`src/rtl/ccip_avmm_pkg.sv`:
```
// Shared CCI-P / Avalon-MM helpers: address layout constants and the
// multi-CL chunk-size rule used by both the write and read re-chunkers.
package ccip_avmm_pkg;

  // Address bit 48 carries the write-fence flag; bits 47:0 are the host byte address.
  localparam int CCIP_AVMM_FENCE_BIT      = 48;
  // Largest multi-CL request CCI-P accepts.
  localparam int CCIP_AVMM_MAX_CCIP_BURST = 4;
  // One cache line is 64 bytes.
  localparam int CCIP_AVMM_CL_OFFSET_W    = 6;
  // Cache-line address width (bits 47:6 of the byte address).
  localparam int CCIP_AVMM_CL_ADDR_W      = CCIP_AVMM_FENCE_BIT - CCIP_AVMM_CL_OFFSET_W;

  typedef logic [CCIP_AVMM_CL_ADDR_W-1:0] ccip_cl_addr_t;
  typedef logic [2:0]                     ccip_chunk_size_t;

  // Pick the largest naturally aligned CCI-P burst (4, 2 or 1 lines) that
  // starts at a line whose two low address bits are cl_addr_lsbs and does not
  // run past the beats still owed by the current upstream burst.
  function automatic ccip_chunk_size_t ccip_chunk_size(input logic [1:0]  cl_addr_lsbs,
                                                       input logic [15:0] remaining);
    ccip_chunk_size_t size;
    size = 3'd1;
    if (remaining >= 16'(CCIP_AVMM_MAX_CCIP_BURST) && cl_addr_lsbs == 2'b00) begin
      size = 3'd4;
    end else if (remaining >= 16'd2 && !cl_addr_lsbs[0]) begin
      size = 3'd2;
    end
    return size;
  endfunction

endpackage

```
`src/rtl/avmm_skid_buffer.sv`:
```
// Two-entry skid buffer with a fully registered output and a registered
// ready. The output register is entry one; the skid register catches the one
// beat that can arrive in the cycle after the consumer stalls.
//
// Handshake: a transfer happens on a clock edge where valid and ready are both
// high. The producer side may only count a beat as taken when in_valid &
// in_ready; out_valid never depends combinationally on out_ready.
module avmm_skid_buffer #(
  parameter int W = 8
) (
  input  logic         clk,
  input  logic         reset,
  input  logic         in_valid,
  output logic         in_ready,
  input  logic [W-1:0] in_data,
  output logic         out_valid,
  input  logic         out_ready,
  output logic [W-1:0] out_data,
  output logic         skid_full
);

  logic         skid_valid;
  logic [W-1:0] skid_data;
  logic         push;

  assign in_ready  = ~skid_valid;
  assign push      = in_valid & ~skid_valid;
  assign skid_full = skid_valid;

  // Refill the output register from the skid entry first (oldest beat), else
  // from the input; park the input in the skid entry while the output stalls.
  always_ff @(posedge clk) begin
    if (reset) begin
      out_valid  <= 1'b0;
      out_data   <= '0;
      skid_valid <= 1'b0;
      skid_data  <= '0;
    end else if (!out_valid || out_ready) begin
      if (skid_valid) begin
        out_valid  <= 1'b1;
        out_data   <= skid_data;
        skid_valid <= 1'b0;
      end else begin
        out_valid <= push;
        if (push) begin
          out_data <= in_data;
        end
      end
    end else if (push) begin
      skid_valid <= 1'b1;
      skid_data  <= in_data;
    end
  end

endmodule

```
`src/rtl/avmm_ccip_wr_burst_aligner.sv`:
```
// Avalon-MM write-burst re-chunker. Splits arbitrary upstream write bursts
// into naturally aligned 1/2/4-line bursts so the CCI-P bridge downstream can
// issue multi-CL writes. One beat per cycle, one cycle from acceptance to
// m_write. Only the first chunk of a split burst carries the fence flag.
module avmm_ccip_wr_burst_aligner
  import ccip_avmm_pkg::*;
#(
  parameter int DATA_W      = 512,
  parameter int ADDR_W      = 49,
  parameter int IN_BURST_W  = 7,
  parameter int OUT_BURST_W = 3
) (
  input  logic                   clk,
  input  logic                   reset,
  input  logic                   s_write,
  input  logic [ADDR_W-1:0]      s_address,
  input  logic [IN_BURST_W-1:0]  s_burstcount,
  input  logic [DATA_W-1:0]      s_writedata,
  output logic                   s_waitrequest,
  output logic                   m_write,
  output logic [ADDR_W-1:0]      m_address,
  output logic [OUT_BURST_W-1:0] m_burstcount,
  output logic [DATA_W-1:0]      m_writedata,
  input  logic                   m_waitrequest,
  output logic                   idle,
  output logic                   dbg_in_state
);

  localparam int CL_W  = CCIP_AVMM_CL_ADDR_W;
  localparam int PAY_W = ADDR_W + OUT_BURST_W + DATA_W;

  // Input FSM: IDLE expects the first beat of a burst, ACTIVE counts the rest.
  localparam logic ST_IDLE   = 1'b0;
  localparam logic ST_ACTIVE = 1'b1;

  logic                  state_q;
  ccip_cl_addr_t         cl_addr_q;
  logic [IN_BURST_W-1:0] remaining_q;
  logic [2:0]            beats_left_q;
  logic [ADDR_W-1:0]     chunk_addr_q;
  ccip_chunk_size_t      chunk_size_q;

  logic                  in_accept;
  logic                  buf_ready;
  logic                  skid_full;
  ccip_cl_addr_t         cur_cl;
  logic [IN_BURST_W-1:0] cur_rem;
  logic                  start_chunk;
  logic                  start_fence;
  ccip_chunk_size_t      sel_size;
  logic [ADDR_W-1:0]     beat_addr;
  ccip_chunk_size_t      beat_size;
  logic [2:0]            beat_left;
  logic [PAY_W-1:0]      buf_in;
  logic [PAY_W-1:0]      buf_out;

  // Byte offset within a line carries no information for line-sized beats.
  logic unused_addr_bits;
  assign unused_addr_bits = ^s_address[CCIP_AVMM_CL_OFFSET_W-1:0];

  // Upstream stall follows the skid entry; held high while reset is asserted.
  assign s_waitrequest = skid_full | reset;
  assign in_accept     = s_write & buf_ready & ~reset;

  // Resolve the line address, beats owed and chunk fields for the beat being
  // offered; a first beat takes its address and length from the bus.
  always_comb begin
    cur_cl      = cl_addr_q;
    cur_rem     = remaining_q;
    start_chunk = (beats_left_q == 3'd0);
    start_fence = 1'b0;
    if (state_q == ST_IDLE) begin
      cur_cl      = s_address[CCIP_AVMM_FENCE_BIT-1:CCIP_AVMM_CL_OFFSET_W];
      cur_rem     = (s_burstcount == '0) ? IN_BURST_W'(1) : s_burstcount;
      start_chunk = 1'b1;
      start_fence = s_address[CCIP_AVMM_FENCE_BIT];
    end
    sel_size = ccip_chunk_size(cur_cl[1:0], 16'(cur_rem));
    if (start_chunk) begin
      beat_addr = ADDR_W'({start_fence, cur_cl, {CCIP_AVMM_CL_OFFSET_W{1'b0}}});
      beat_size = sel_size;
      beat_left = sel_size - 3'd1;
    end else begin
      beat_addr = chunk_addr_q;
      beat_size = chunk_size_q;
      beat_left = beats_left_q - 3'd1;
    end
  end

  // Advance the line address and burst/chunk counters on each accepted beat.
  always_ff @(posedge clk) begin
    if (reset) begin
      state_q      <= ST_IDLE;
      cl_addr_q    <= '0;
      remaining_q  <= '0;
      beats_left_q <= '0;
      chunk_addr_q <= '0;
      chunk_size_q <= '0;
    end else if (in_accept) begin
      state_q      <= (cur_rem == IN_BURST_W'(1)) ? ST_IDLE : ST_ACTIVE;
      cl_addr_q    <= cur_cl + CL_W'(1);
      remaining_q  <= cur_rem - IN_BURST_W'(1);
      beats_left_q <= beat_left;
      chunk_addr_q <= beat_addr;
      chunk_size_q <= beat_size;
    end
  end

  assign buf_in = {beat_addr, OUT_BURST_W'(beat_size), s_writedata};

  avmm_skid_buffer #(
    .W (PAY_W)
  ) u_skid (
    .clk       (clk),
    .reset     (reset),
    .in_valid  (s_write & ~reset),
    .in_ready  (buf_ready),
    .in_data   (buf_in),
    .out_valid (m_write),
    .out_ready (~m_waitrequest),
    .out_data  (buf_out),
    .skid_full (skid_full)
  );

  assign m_address    = buf_out[PAY_W-1 -: ADDR_W];
  assign m_burstcount = buf_out[DATA_W +: OUT_BURST_W];
  assign m_writedata  = buf_out[DATA_W-1:0];

  assign idle         = (state_q == ST_IDLE) & ~m_write & ~skid_full;
  assign dbg_in_state = state_q;

  // A zero-length burst is a master bug; it is handled as a single beat.
  a_no_zero_burst : assert property (@(posedge clk) disable iff (reset)
    (in_accept && state_q == ST_IDLE) |-> (s_burstcount != '0));

endmodule

```
`config.mk`:
```
export PLATFORM = sky130hd
export DESIGN_NAME = avmm_ccip_wr_burst_aligner
export DESIGN_NICKNAME = d
export VERILOG_FILES = /design/src/rtl/ccip_avmm_pkg.sv /design/src/rtl/avmm_skid_buffer.sv /design/src/rtl/avmm_ccip_wr_burst_aligner.sv
export SDC_FILE = /design/constraint.sdc
export NUM_CORES = 2
export LEC_CHECK = 0
export CORE_AREA = 5 5 445 447
export CTS_CLUSTER_SIZE = 20
export DETAILED_ROUTE_END_ITERATION = 6
export DIE_AREA = 0 0 450 452
export DONT_BUFFER_PORTS = 1
export MAX_ROUTING_LAYER = met4
export PLACE_DENSITY = 0.44
export SLEW_MARGIN = 20
export SYNTH_ARGS = -nofsm -noshare
export SYNTH_HDL_FRONTEND = slang
export SYNTH_HIERARCHICAL = 1
export SYNTH_SLANG_ARGS = --single-unit
```
`constraint.sdc`:
```
create_clock -name clk -period 4 [get_ports clk]
set_input_delay 0.2 -clock clk [delete_from_list [all_inputs] [get_ports clk]]
set_output_delay 0.2 -clock clk [all_outputs]
set_load 0.03 [all_outputs]
```
# Word level (Yosys, flattened, before mapping)
# Cells that the tools add are included.
[word_totals]
ff_bits = 1235
in_bits = 572
out_inout_bits = 568
wordCells = 56
[classes]
add_sub_neg = 4
order_cmp = 2
n_eq_ne = 1
mux = 14
n_bitwise = 13
n_reduce_logical = 12
[ops]
columns = ["cell", "n"]
rows = [
  ["564-bit 2-to-1 mux", 2],
  ["49-bit 2-to-1 mux", 1],
  ["42-bit by 1-bit adder with 42-bit output (second input constant)", 1],
  ["42-bit 2-to-1 mux", 1],
  ["7-bit 2-to-1 mux", 2],
  ["3-bit 2-to-1 mux", 3],
  ["7-bit by 1-bit equality test with 1-bit output (second input constant)", 1],
  ["7-bit by 2-bit >= comparator with 1-bit output (second input constant)", 1],
  ["7-bit by 3-bit >= comparator with 1-bit output (second input constant)", 1],
  ["7-bit zero test", 1],
  ["7-bit by 1-bit subtractor with 7-bit output (second input constant)", 1],
  ["1-bit bitwise AND", 6],
  ["1-bit inverter", 6],
  ["3-bit by 1-bit subtractor with 3-bit output (second input constant)", 2],
  ["1-bit 2-to-1 mux", 4],
  ["2-bit AND reduction", 2],
  ["3-bit zero test", 1],
  ["1-bit logical AND", 2],
  ["1-bit zero test", 2],
  ["2-bit zero test", 1],
  ["2-bit 2-to-1 mux", 1],
  ["2-bit nonzero test", 1],
  ["2-bit OR reduction", 1],
  ["1-bit logical OR", 1],
  ["1-bit bitwise OR", 1],
]

# Depth between registers and ports, before layout
[depth]
depth_word = 10
ltp_mapped = 14
ltp_nobuf = 11

# Hierarchy
# Netlist, hierarchy kept.
[modules_own_cells]
columns = ["mod", "instances", "cells_per_inst", "area_per_inst_um2", "seq_area_each_um2"]
rows = [
  ["avmm_skid_buffer", 1, 5027, 47815.9, 22621.7],
  ["avmm_ccip_wr_burst_aligner", 1, 761, 6128.4, 2102.0],
]

# Worst setup path after synthesis
# No wires, ideal clock.
[synth_path]
path_type = "register -> register"
startpoint = "reg state_q (netlist: dbg_in_state)"
endpoint = "reg beats_left_q[2]"
setup_ns = 0.140
arrival_ns = 3.147
required_time_ns = 3.860
setup_slack_ns = 0.712
stages_incl_launch_ff = 15
n_path_buf = 5
synth_period_minus_slack_ns = 3.288
path_cell_list = "dfxtp_1 -> buf_6 -> buf_4 -> buf_2 -> buf_2 -> buf_2 -> mux2i_1 -> ha_1 -> a21boi_0 -> o22ai_1 -> a22oi_1 -> ha_1 -> nor2_1 -> o21ai_0 -> o311ai_0"
[synth_between]
elab_chain_cells = 7
elab_cells_between_ends = 13
cone_classes = "add/sub (1); order compare (2); mux (6); reduce/logical (4)"
[synth_lines]
columns = ["item", "line", "text"]
rows = [
  ["start: declaration", "avmm_ccip_wr_burst_aligner.sv:36", "logic state_q;"],
  ["start signal: assignment", "avmm_ccip_wr_burst_aligner.sv:100", "state_q <= (cur_rem == IN_BURST_W'(1)) ? ST_IDLE : ST_ACTIVE;"],
  ["7-bit 2-to-1 mux / 42-bit 2-to-1 mux (equally long branches)", "avmm_ccip_wr_burst_aligner.sv:72", "if (state_q == ST_IDLE) begin"],
  ["7-bit by 2-bit >= comparator with 1-bit output / 1-bit zero test (equally long branches)", "ccip_avmm_pkg.sv:26", "end else if (remaining >= 16'd2 && !cl_addr_lsbs[0]) begin"],
  ["1-bit logical AND", "ccip_avmm_pkg.sv:26", ""],
  ["2-bit 2-to-1 mux", "ccip_avmm_pkg.sv:26", ""],
  ["3-bit 2-to-1 mux", "ccip_avmm_pkg.sv:24", "if (remaining >= 16'(CCIP_AVMM_MAX_CCIP_BURST) && cl_addr_lsbs == 2'b00) begin"],
  ["3-bit by 1-bit subtractor with 3-bit output", "avmm_ccip_wr_burst_aligner.sv:82", "beat_left = sel_size - 3'd1;"],
  ["3-bit 2-to-1 mux *", "avmm_ccip_wr_burst_aligner.sv:79", "if (start_chunk) begin"],
  ["end signal: assignment", "avmm_ccip_wr_burst_aligner.sv:103", "beats_left_q <= beat_left;"],
  ["end: declaration", "avmm_ccip_wr_burst_aligner.sv:39", "logic [2:0] beats_left_q;"],
]
# Mark *: on every way between the ends. The rest lies on a longest branch, timed or not.
# A chain may end at the register's enable or synchronous reset.

# Final worst setup path
[layout_path]
startpoint = "in reset"
endpoint = "reg u_skid.skid_data[264]"
[layout_between]
elab_chain_cells = 4
[layout_lines]
columns = ["item", "line", "text"]
rows = [
  ["start: declaration", "avmm_ccip_wr_burst_aligner.sv:14", "input logic reset,"],
  ["1-bit inverter", "avmm_ccip_wr_burst_aligner.sv:116", ".in_valid (s_write & ~reset),"],
  ["1-bit bitwise AND", "avmm_ccip_wr_burst_aligner.sv:116", ""],
  ["1-bit bitwise AND", "avmm_skid_buffer.sv:27", "assign push = in_valid & ~skid_valid;"],
  ["2-bit AND reduction (no line)", "-", ""],
  ["end signal: assignment", "avmm_skid_buffer.sv:51", "skid_data <= in_data;"],
  ["end: declaration", "avmm_skid_buffer.sv:23", "logic [W-1:0] skid_data;"],
]
# Parallel ways exist; a longest one is shown, timed or not.

==> impl_metrics.yaml <==
status:
  status: "finished with violations"
  violations: "negative setup slack"
floorplanning:
  die_w_um: 450
  initial_core_util_pct: 27.8
  core_mm2: 0.194
  die_h_um: 452
  dieArea_mm2: 0.203
  fp-row-count: 162
  ioPinCount: 1140
route:
  ant_nets: 0
  drt_pass1_iterations: 6
  viasPerCell: 5.01
  wl_per_cell_um: 23.4
  first_iter_violations: 3534
  drc: 0
  vias: 43907
  wirelength_um: 205000
cts:
  insertion_delay_ns: 0.79
  cts_tree: "done"
  cts_resized: 0
  clkSinkCount: 1235
  clockBufferDepth: 3
  path_clk_slew_ns: 0.06
  cts_made_buffers: 148
  cts-root-buf: "clkbuf_16"
  cts_setup_buffers: 0
  cts_max_level: 4
timing:
  fmax_ghz: 0.250
  setup_ws_ns: -0.00557
  worst_pin_slew_ns: 1.49
  finalCritPeriodShare_pct: 100
  finalClockSkew_ns: 0.0302
  drv_slew: 0
  maxSlewHeadroom_pct: 0.612
  rsz0062_at_grt: "no"
  hold_viol: 0
  setup_viol: 1
  fin_crit_ns: 4.01
  setup-tns-final_ns: -0.00557
pwr:
  p_int_mw: 22.2
  switchingPower_mw: 9.10
  p_comb_share_pct: 10.6
  p_clk_share_pct: 43.6
  power.leakage_nw: 20.8
  peakVddDrop_mv: 0.346
  seq_power_share_pct: 45.8
  p_per_area_mw_per_mm2: 471
  total_power_mw: 31.3
  swShare_pct: 29.1
global_routing:
  grt-ovfl-total: 0
  grt_use_total_pct: 19.5
  grt_pass1_wl_um: 296000
  grt_start_max_net_pins: 208
  grt_pass1_vias: 42401
  antenna_found_initial: 49
synthesis:
  synth_common_cells: "dfxtp_1, nand2_1, a21oi_1, mux2i_1, a211oi_2"
  postSynthAreaPerCell_um2: 9.32
  syn-num-nets: 6366
  synth_area_leader_cell: "dfxtp_1"
  synth_edf_count: 0
  synth_most_common_cell: "dfxtp_1"
  synth-seq-cells: 1235
  syn_area_mm2: 0.0539
  yosysWarnings: 6
  synthArstFlopShare_pct: 0
  yosys.area.top_type_share_pct: 45.8
  synth-seq-area-share_pct: 45.8
  synth_cells: 5788
  ys.flop_type: "dfxtp_1"
  synthTopCellsByArea: "dfxtp_1, a211oi_2, mux2i_1"
  yosys.cell_types.count: 63
worst_setup_path:
  path_class: "primary input to flop"
  crit_start: "reset"
  cp_cell_sequence: "dlygate4sd3_1 > buf_16 > nor2b_1 > and4bb_4 > buf_4 > nand2_1 > dlygate4sd3_1 > a21oi_1"
  critical_path_arrival_ns: 4.73
  crit_buf_inv: 4
  start_kind: "primary input"
  end_kind: "flop"
  crit_top_cell: "dlygate4sd3_1"
  cp_top_family: "buffers and inverters"
  slowest_stage: "nor2b_1"
  critPathRequiredTime_ns: 4.72
  max_stage_delay_ns: 0.74
  rr_startpoint: "dbg_in_state"
  crit_fanout: 173
worst_hold_path:
  holdCritStartpoint: "s_address[16]"
  hp-class: "primary input to flop"
cells_and_area:
  syn_to_final_growth_pct: 23.3
  final_util_pct: 34.3
  final_cells: 8760
  drive_gt1_share_pct: 14.7
  fin_nets: 6637
place:
  port_buffers: 0
  post-place-cells: 7864
  dp_hpwl_um: 138000
  gp_congestion: 0.887
job:
  drv_cap: 0
[area by class of cell]
| type | count | area, µm² |
|---|---|---|
| diodes | 43 | 108 |
| clock buffers | 227 | 4340 |
| clock inverters | 39 | 541 |
| fillers | 19782 | 127000 |
| inverters | 10 | 37.5 |
| multi-input cells | 3985 | 26400 |
| flip-flops and latches | 1235 | 24700 |
| well taps | 2542 | 3180 |
| repair buffers | 679 | 7150 |
[flip-flops by register name, indices dropped and copies added (netlist names)]
name              count
beats_left_q          3
u_skid/out_data     564
u_skid/skid_full      1
chunk_addr_q         49
remaining_q           7
u_skid/skid_data    564
dbg_in_state          1
cl_addr_q            42
chunk_size_q          3
u_skid/out_valid      1
[final timing paths]
| path | to | slack (ns) | cells after the start |
|---|---|---|---|
| min | cl_addr_q[14] | 0.11 | 5 |
| max | u_skid/skid_data[264] | -0.006 | 8 |
| min reg2reg | cl_addr_q[41] | 0.45 | 2 |
| max reg2reg | cl_addr_q[34] | 0.49 | 10 |
[kinds of logic (layout without fill, tap and decap cells)]
logic type               Yosys count  in the layout  synth area share, %
AO/OA/AOI/OAI                   1882           1882                 25.9
AND/OR/NAND/NOR                 1448           1448                 10.9
flip-flops                      1235           1235                 45.8
multiplexers                     604            604                 11.2
buffers and inverters            568            955                 5.32
XOR/XNOR                          45             45                0.731
adder cells (fa/ha/maj)            6              6                0.139
other                              0             43                    0
[power groups by stage]
stage	clock, mW	combinational (mW)	sequential (mW)
detailed placement	0	2.72	14.6
floorplan	0	2.18	14.2
global route	14.6	3.63	14.4
finish	13.6	3.33	14.3
CTS	14.1	3.36	14.4
global placement	0	2.41	14.6
[placed cells by master (no fill, tap or decap), types with 31 or more instances in the layout]
cell	count
dfxtp_1	1233
nand2_1	1194
a21oi_1	1180
mux2i_1	603
dlygate4sd3_1	586
a211oi_2	560
clkbuf_16	149
nor2_1	99
buf_4	51
nand3_1	50
a211oi_1	49
o21ai_0	47
clkbuf_1	46
diode_2	43
buf_12	34
clkbuf_8	32
xor2_1	31
[worst register-to-register path, cell delays in order, from the launching register on]
cell	delay, ns
dfxtp_4	0.66
buf_12	0.32
buf_12	0.31
nand4b_1	0.19
dlygate4sd3_1	0.63
a22o_1	0.23
nand4b_4	0.19
nor3_1	0.06
dlygate4sd3_1	0.56
xor2_1	0.14
o21ai_0	0.14
[routing by layer]
layer  vias up  GRT usage (%)  wire length [µm]
met1     21335           22.2             81700
met5         -              -                 0
met2      1229           32.7            101000
li1      21040              -                 -
met4         0           6.74              7040
met3       303           6.10             15300
[through the flow]
| stage | hold slack (ns) | worst slack, ns | cell area (µm²) |
|---|---|---|---|
| after global placement | 0.338 | 1.10 | 55400 |
| after floorplan | 0.336 | 0.712 | 53900 |
| after detailed placement | 0.267 | 0.950 | 55600 |
| after global routing | 0.0587 | 0.227 | 66500 |
| after CTS | 0.00117 | 0.525 | 66400 |
| final | 0.109 | -0.00557 | 66500 |
[repair_timing]
action                                  in CTS  in global routing
hold buffers                               586                  0
endpoints found under the setup margin       0                  0
endpoints found under the hold margin     1181                  0
No activity file was read; power rests on OpenSTA's default activity.
